## src/rtl/bus_arbiter_n_pkg.sv

```systemverilog
// Shared definitions for the N-master bus arbiter: mode codes, FSM encoding
// and the pointer-advance helper.
package bus_pkg;

    localparam int MODE_FIXED = 0;
    localparam int MODE_RR    = 1;

    localparam int DEFAULT_NUM_MASTERS = 4;

    typedef enum logic [1:0] {
        ARB_IDLE = 2'd0,
        ARB_OWN  = 2'd1,
        ARB_GAP  = 2'd2
    } arb_state_e;

    // Next round-robin start position: one past the winner, wrapping at n.
    function automatic int wrap_inc(input int idx, input int n);
        return (idx + 1 >= n) ? 0 : idx + 1;
    endfunction

endpackage

```

## src/rtl/bus_arbiter_n_if.sv

```systemverilog
// Request/grant bundle between the master ports and the arbiter; the grant
// side also drives the shared address/data mux select.
interface bus_arbiter_n_if #(
    parameter int NUM_MASTERS = bus_pkg::DEFAULT_NUM_MASTERS
);
    localparam int IDW = $clog2(NUM_MASTERS);

    logic                   ena;
    logic [NUM_MASTERS-1:0] req;
    logic [NUM_MASTERS-1:0] done;
    logic [NUM_MASTERS-1:0] grant;
    logic [IDW-1:0]         gnt_id;
    logic                   bus_busy;
    logic [NUM_MASTERS-1:0] m_busy;
    logic                   timeout_err;

    // Requesting side: the masters (or a bench standing in for them).
    modport master (
        output ena, req, done,
        input  grant, gnt_id, bus_busy, m_busy, timeout_err
    );

    // Arbitrating side.
    modport slave (
        input  ena, req, done,
        output grant, gnt_id, bus_busy, m_busy, timeout_err
    );

endinterface

```

## src/rtl/bus_arbiter_n_arb_pick.sv

```systemverilog
// Combinational winner picker: rotate the request vector by the start
// pointer, find the first set bit, then rotate the index back.
module arb_pick #(
    parameter int NUM_MASTERS = bus_pkg::DEFAULT_NUM_MASTERS,
    parameter int IDW         = $clog2(NUM_MASTERS)
) (
    input  logic [NUM_MASTERS-1:0] req,
    input  logic [IDW-1:0]         rr_ptr,
    input  logic                   mode,
    output logic                   valid,
    output logic [NUM_MASTERS-1:0] winner,
    output logic [IDW-1:0]         winner_idx
);

    logic [IDW-1:0]         ptr_eff;
    logic [NUM_MASTERS-1:0] rot;
    logic [IDW-1:0]         first;
    logic [IDW:0]           sum;

    // Fixed priority is simply round robin with the start pinned at index 0.
    assign ptr_eff = mode ? rr_ptr : '0;

    // Doubling the vector turns the rotate into a plain right shift.
    assign rot = NUM_MASTERS'({req, req} >> ptr_eff);

    // NOTE: every always_comb output gets a default before any branch, so no
    //       path can leave it unassigned and infer a latch.
    always_comb begin
        first = '0;
        for (int i = NUM_MASTERS - 1; i >= 0; i--) begin
            if (rot[i]) first = IDW'(i);
        end
    end

    assign sum        = {1'b0, first} + {1'b0, ptr_eff};
    assign winner_idx = (sum >= (IDW + 1)'(NUM_MASTERS))
                        ? IDW'(sum - (IDW + 1)'(NUM_MASTERS))
                        : IDW'(sum);
    assign valid      = |req;
    assign winner     = valid ? (NUM_MASTERS'(1) << winner_idx) : '0;

endmodule

```

## src/rtl/bus_arbiter_n.sv

```systemverilog
// N-master bus arbiter: IDLE/OWN/GAP tenure FSM with optional timeout,
// fixed-priority or round-robin selection, and registered one-hot grant.
module bus_arbiter_n
    import bus_pkg::*;
#(
    parameter int NUM_MASTERS = DEFAULT_NUM_MASTERS,
    parameter int MODE        = MODE_RR,
    parameter int TIMEOUT     = 255,
    parameter int CNT_W       = 8
) (
    input logic          clock,
    input logic          rst,
    bus_arbiter_n_if.slave bus
);

    localparam int IDW = $clog2(NUM_MASTERS);
    localparam bit TO_EN = (TIMEOUT != 0);
    localparam logic [CNT_W-1:0] TO_LAST = CNT_W'((TIMEOUT == 0) ? 0 : TIMEOUT - 1);

    arb_state_e             state_q, state_d;
    logic [NUM_MASTERS-1:0] grant_q, grant_d;
    logic [IDW-1:0]         gnt_id_q, gnt_id_d;
    logic                   busy_q, busy_d;
    logic [CNT_W-1:0]       cnt_q, cnt_d;
    logic [IDW-1:0]         ptr_q, ptr_d;
    logic                   terr_q, terr_d;

    logic                   pick_valid;
    logic [NUM_MASTERS-1:0] pick_oh;
    logic [IDW-1:0]         pick_idx;

    logic                   owner_done;
    logic                   owner_req;
    logic                   to_hit;
    logic                   normal_rel;

    arb_pick #(
        .NUM_MASTERS (NUM_MASTERS),
        .IDW         (IDW)
    ) u_pick (
        .req        (bus.req),
        .rr_ptr     (ptr_q),
        .mode       (MODE == MODE_RR),
        .valid      (pick_valid),
        .winner     (pick_oh),
        .winner_idx (pick_idx)
    );

    // Masking with the one-hot grant ignores done/req edges from non-owners.
    assign owner_done = |(bus.done & grant_q);
    assign owner_req  = |(bus.req  & grant_q);
    assign to_hit     = TO_EN && (cnt_q == TO_LAST);
    assign normal_rel = owner_done || !owner_req;

    always_comb begin
        state_d  = state_q;
        grant_d  = grant_q;
        gnt_id_d = gnt_id_q;
        busy_d   = busy_q;
        cnt_d    = cnt_q;
        ptr_d    = ptr_q;
        terr_d   = 1'b0;

        unique case (state_q)
            // GAP is the single dead cycle after a tenure; its exit edge
            // arbitrates exactly like IDLE so tenures are one cycle apart.
            ARB_IDLE, ARB_GAP: begin
                state_d  = ARB_IDLE;
                grant_d  = '0;
                gnt_id_d = '0;
                busy_d   = 1'b0;
                cnt_d    = '0;
                if (bus.ena && pick_valid) begin
                    state_d  = ARB_OWN;
                    grant_d  = pick_oh;
                    gnt_id_d = pick_idx;
                    busy_d   = 1'b1;
                    if (MODE == MODE_RR) begin
                        ptr_d = IDW'(wrap_inc(int'(pick_idx), NUM_MASTERS));
                    end
                end
            end

            ARB_OWN: begin
                cnt_d = (cnt_q == '1) ? cnt_q : cnt_q + 1'b1;
                if (normal_rel || to_hit) begin
                    state_d  = ARB_GAP;
                    grant_d  = '0;
                    gnt_id_d = '0;
                    busy_d   = 1'b0;
                    cnt_d    = '0;
                    // A coincident done or req drop wins over the timeout.
                    terr_d   = to_hit && !normal_rel;
                end
            end

            default: begin
                state_d  = ARB_IDLE;
                grant_d  = '0;
                gnt_id_d = '0;
                busy_d   = 1'b0;
                cnt_d    = '0;
            end
        endcase
    end

    // NOTE: sequential state uses non-blocking assignments only, so every
    //       register samples the pre-edge value of every other register.
    always_ff @(posedge clock or negedge rst) begin
        if (!rst) begin
            state_q  <= ARB_IDLE;
            grant_q  <= '0;
            gnt_id_q <= '0;
            busy_q   <= 1'b0;
            cnt_q    <= '0;
            ptr_q    <= '0;
            terr_q   <= 1'b0;
        end else begin
            state_q  <= state_d;
            grant_q  <= grant_d;
            gnt_id_q <= gnt_id_d;
            busy_q   <= busy_d;
            cnt_q    <= cnt_d;
            ptr_q    <= ptr_d;
            terr_q   <= terr_d;
        end
    end

    assign bus.grant       = grant_q;
    assign bus.gnt_id      = gnt_id_q;
    assign bus.bus_busy    = busy_q;
    assign bus.timeout_err = terr_q;
    assign bus.m_busy      = bus.req & {NUM_MASTERS{busy_q}} & ~grant_q;

endmodule

```

## src/flat_wrapper.sv

```systemverilog
// flat-port wrapper written by rule: the top's interface ports become plain ports
module bus_arbiter_n_flat import bus_pkg::*;
#(
    parameter int NUM_MASTERS = DEFAULT_NUM_MASTERS,
    parameter int MODE        = MODE_RR,
    parameter int TIMEOUT     = 255,
    parameter int CNT_W       = 8
)
  (clock, rst, bus_ena, bus_req, bus_done, bus_grant, bus_gnt_id, bus_bus_busy, bus_m_busy, bus_timeout_err);
  bus_arbiter_n_if #(.NUM_MASTERS(NUM_MASTERS)) bus_i ();
  input logic clock;
  input logic rst;
  input wire logic [$bits(bus_i.ena)-1:0] bus_ena;
  input wire logic [$bits(bus_i.req)-1:0] bus_req;
  input wire logic [$bits(bus_i.done)-1:0] bus_done;
  output wire logic [$bits(bus_i.grant)-1:0] bus_grant;
  output wire logic [$bits(bus_i.gnt_id)-1:0] bus_gnt_id;
  output wire logic [$bits(bus_i.bus_busy)-1:0] bus_bus_busy;
  output wire logic [$bits(bus_i.m_busy)-1:0] bus_m_busy;
  output wire logic [$bits(bus_i.timeout_err)-1:0] bus_timeout_err;
  assign bus_i.ena = bus_ena;
  assign bus_i.req = bus_req;
  assign bus_i.done = bus_done;
  assign bus_grant = bus_i.grant;
  assign bus_gnt_id = bus_i.gnt_id;
  assign bus_bus_busy = bus_i.bus_busy;
  assign bus_m_busy = bus_i.m_busy;
  assign bus_timeout_err = bus_i.timeout_err;
  bus_arbiter_n #(.NUM_MASTERS(NUM_MASTERS), .MODE(MODE), .TIMEOUT(TIMEOUT), .CNT_W(CNT_W)) u_core (.clock(clock), .rst(rst), .bus(bus_i));
endmodule
```

## config.mk

```make
export PLATFORM = sky130hd
export DESIGN_NAME = bus_arbiter_n_flat
export DESIGN_NICKNAME = d
export VERILOG_FILES = /design/src/rtl/bus_arbiter_n_pkg.sv /design/src/rtl/bus_arbiter_n_if.sv /design/src/rtl/bus_arbiter_n_arb_pick.sv /design/src/rtl/bus_arbiter_n.sv /design/src/flat_wrapper.sv
export SDC_FILE = /design/constraint.sdc
export NUM_CORES = 1
export LEC_CHECK = 0
export CAP_MARGIN = 10
export CORE_UTILIZATION = 44
export DETAILED_ROUTE_END_ITERATION = 12
export PLACE_DENSITY = 0.7
export SYNTH_ARGS = -nofsm -noshare
export SYNTH_HDL_FRONTEND = slang
export SYNTH_SLANG_ARGS = --single-unit
```

## constraint.sdc

```tcl
create_clock -name clock -period 3.4 [get_ports clock]
set_input_delay 0.51 -clock clock [delete_from_list [all_inputs] [get_ports clock]]
set_output_delay 0.51 -clock clock [all_outputs]
set_load 0.1 [all_outputs]
```

==> impl_metrics.ini <==
[synthesis]
synth.cell_area_um2 = 1110
syn_inst = 117
syn-num-nets = 133
synth-xor-area-share_pct = 4.60
synth_top_family_by_area = simple AND/OR/NAND/NOR gates
synth_compound_area_share_pct = 17.2
ys.flop_type = dfrtp_1
synth_simple_gate_area_share_pct = 24.6
synth-seq-cells = 19
synth.area.mux_share_pct = 0.898
ys_warn_count = 0
synth_area_per_cell_um2 = 9.53
synth_enable_flop_cells = 0
ys_types = 35
yosys.area_share.adder_pct = 5.61
async_flop_share_pct = 100
yosysSeqAreaShare_pct = 42.6

[detailed_routing]
drt-total-wl_mm = 2.37
dr.pass1.iters = 5
antenna_left = 0
vias_per_cell = 5.76
vias = 962
wl_per_cell_um = 14.2
drc_errors = 0
dr.first_iter.drc_count = 30

[setup_path]
crit_path_start = bus_req[2]
rr_startpoint = u_core.ptr_q[1]$_DFFE_PN0P_
critPathLaunchType = primary input
crit_end = u_core.ptr_q[1]$_DFFE_PN0P_
critPathCaptureType = flop
r2r_slack_ns = 1.04
arrival_ns = 2.86
cp_max_fo = 9
reg2reg_to = u_core.ptr_q[1]$_DFFE_PN0P_
crit_type = primary input to flop
reg2regPathDepth = 11
required_ns = 3.59

[grt]
grtUsageMet2_pct = 34.4
grt_pass1_wl_mm = 4.18
grt_util_met3_pct = 3.48
grt_max_degree = 20
grt_overflow = 0
grt_use_met1_pct = 26.6
antenna_found_initial = 0
grt_pass1_vias = 935
grtUsageTotal_pct = 20.5
grt-busiest-layer = met2

[timing]
hold_viol_final = 0
grt_setup_unrepaired = no
fin_tns_setup_ns = 0
slew_headroom_pct = 35.5
timing.fmax_mhz = 374
setup_viol = 0
worst_slew_pin_slew_ns = 0.964
min_period_ns = 2.67
skew_ns = 0.000694
holdWs_ns = 0.532
finalCritPeriodShare_pct = 78.7
drv_slew = 0

[placed_design]
placedCellCount = 163
gp_congestion = 0.798
dpl.hpwl_mm = 1.74
numPortBuffers = 22

[floorplanning]
num_rows = 17
die_w_um = 52.3
die_area_um2 = 2740
initial_utilization_pct = 48.5
io_pins = 23
core_um2 = 2300
fp.dieH_um = 52.3

[clock_tree]
ctsHoldBuffers = 0
clkLatencyLatePin_ns = 0.28
cts_resized = 0
post_cts_buffers = 0
cts_tree = built
clk_pin_slew_ns = 0.10
clock_path_buffers = 2
clock-sinks = 19
root_buffer = clkbuf_4
numCtsBuffers = 3
ctsHtreeMaxLevel = 1

[layout]
stdcell_count = 167
drive_above_1_share_pct = 7.91
syn_to_final_growth_pct = 21.5
n_fill_cell = 201
seqCellArea_um2 = 475
multi_input_area_um2 = 589
num-nets-final = 156
antenna_cells = 0

[power_and_ir_drop]
power.density_nw_per_um2 = 906
p_leak_nw = 0.599
ir_worst_vdd_v = 0.000610

[status]
run_status = finished clean

[run]
maxCapViolations = 0

[min_path]
min_path_type = flop to flop
[registers in the layout (all words and copies together), names as in the netlist]
| signal | count |
|---|---|
| u_core.bus.grant | 4 |
| u_core.cnt_q | 8 |
| u_core.bus.timeout_err | 1 |
| u_core.ptr_q | 2 |
| u_core.bus.gnt_id | 2 |
| u_core.state_q | 2 |
[where the power goes]
group	leakage [nW]	internal (mW)	switching, mW	total [mW]
Clock	0.0150	0.0455	0.0635	0.109
Sequential	0.257	0.282	0.0784	0.360
Combinational	0.327	0.217	0.542	0.759
[metrics by stage]
stage	util, %	setup WS (ns)	total power, mW	area, um^2
CTS	59.0	0.736	1.24	1360
floorplan	-	0.536	0.962	1110
finish	59.0	0.725	1.23	1360
global placement	57.8	0.519	1.12	1330
detailed placement	57.8	0.429	1.13	1330
global route	59.0	0.482	1.31	1360
[cell usage in the layout, fill, tap and decap left out, drive strengths merged]
master and n:
a211oi 5, a21oi 5, a222oi 1, a22o 3, a22oi 2, a31oi 2, and3 1, and3b 4
and4 2, buf 4, clkbuf 4, clkdlybuf4s50 18, dfrtp 19, ha 5, inv 5, mux2i 1
nand2 13, nand2b 1, nand3 5, nand3b 1, nand4 4, nor2 14, nor2b 2, nor3 2
nor3b 2, o211ai 1, o21ai 4, o2bb2ai 1, o31ai 1, o32ai 1, or4 1, xnor2 3
xor2 2
[area by class of cell]
type                            instances  share of cell area [%]
Tap cell                               28                    2.59
Multi-Input combinational cell         89                    43.5
Timing Repair Buffer                   22                    15.5
Clock buffer                            4                    1.94
Inverter                                5                    1.39
Sequential cell                        19                    35.1
[critical path, stage by stage]
cell             delay (ns)
clkdlybuf4s50_1        0.65
nand2_1                0.10
a21oi_1                0.17
nor2_1                 0.06
a211oi_1               0.22
a21oi_1                0.09
ha_1                   0.21
xnor2_1                0.16
xnor2_2                0.30
ha_1                   0.28
nand2_1                0.06
nand2_1                0.05
[per-layer routing]
layer  vias up  wire, um
met3         2       134
met4         0        12
met2        29      1140
met5         -         0
li1        471         -
met1       460      1080
[synthesized netlist by cell type (all sizes together), types with 3 or more instances]
library cell / n / area (um^2)
nor2: 14 / 52.6
a211oi: 5 / 37.5
nand3: 5 / 25.0
a21oi: 5 / 25.0
a22o: 3 / 26.3
xnor2: 3 / 33.8
nand4: 4 / 25.0
and3b: 4 / 35.0
buf: 3 / 27.5
ha: 5 / 62.6
o21ai: 4 / 20.0
nand2: 13 / 48.8
inv: 5 / 18.8
dfrtp: 19 / 475
[cells by family after synthesis]
family | count (synthesis)
adders and majority gates | 5
xor gates and xnor gates | 5
DFF | 19
AOI/OAI and AO/OA | 26
buffers and inverters | 9
and+or+nand+nor | 52
muxes | 1
[worst min path at each step]
| stage | from | end | slack, ns | cells after the start |
|---|---|---|---|---|
| after detailed placement | u_core.state_q[1]$_DFFE_PN0P_ | u_core.state_q[1]$_DFFE_PN0P_ | 0.52 | 2 |
| after CTS | u_core.state_q[1]$_DFFE_PN0P_ | u_core.state_q[1]$_DFFE_PN0P_ | 0.54 | 2 |
| after global routing | u_core.state_q[1]$_DFFE_PN0P_ | u_core.state_q[1]$_DFFE_PN0P_ | 0.57 | 2 |
| after global placement | u_core.state_q[1]$_DFFE_PN0P_ | u_core.state_q[1]$_DFFE_PN0P_ | 0.50 | 2 |
| after floorplan | rst | u_core.bus.gnt_id[0]$_DFFE_PN0P_ | 0.21 | 0 |
| final | u_core.state_q[1]$_DFFE_PN0P_ | u_core.state_q[1]$_DFFE_PN0P_ | 0.53 | 2 |
(Power assumes the default switching activity.)
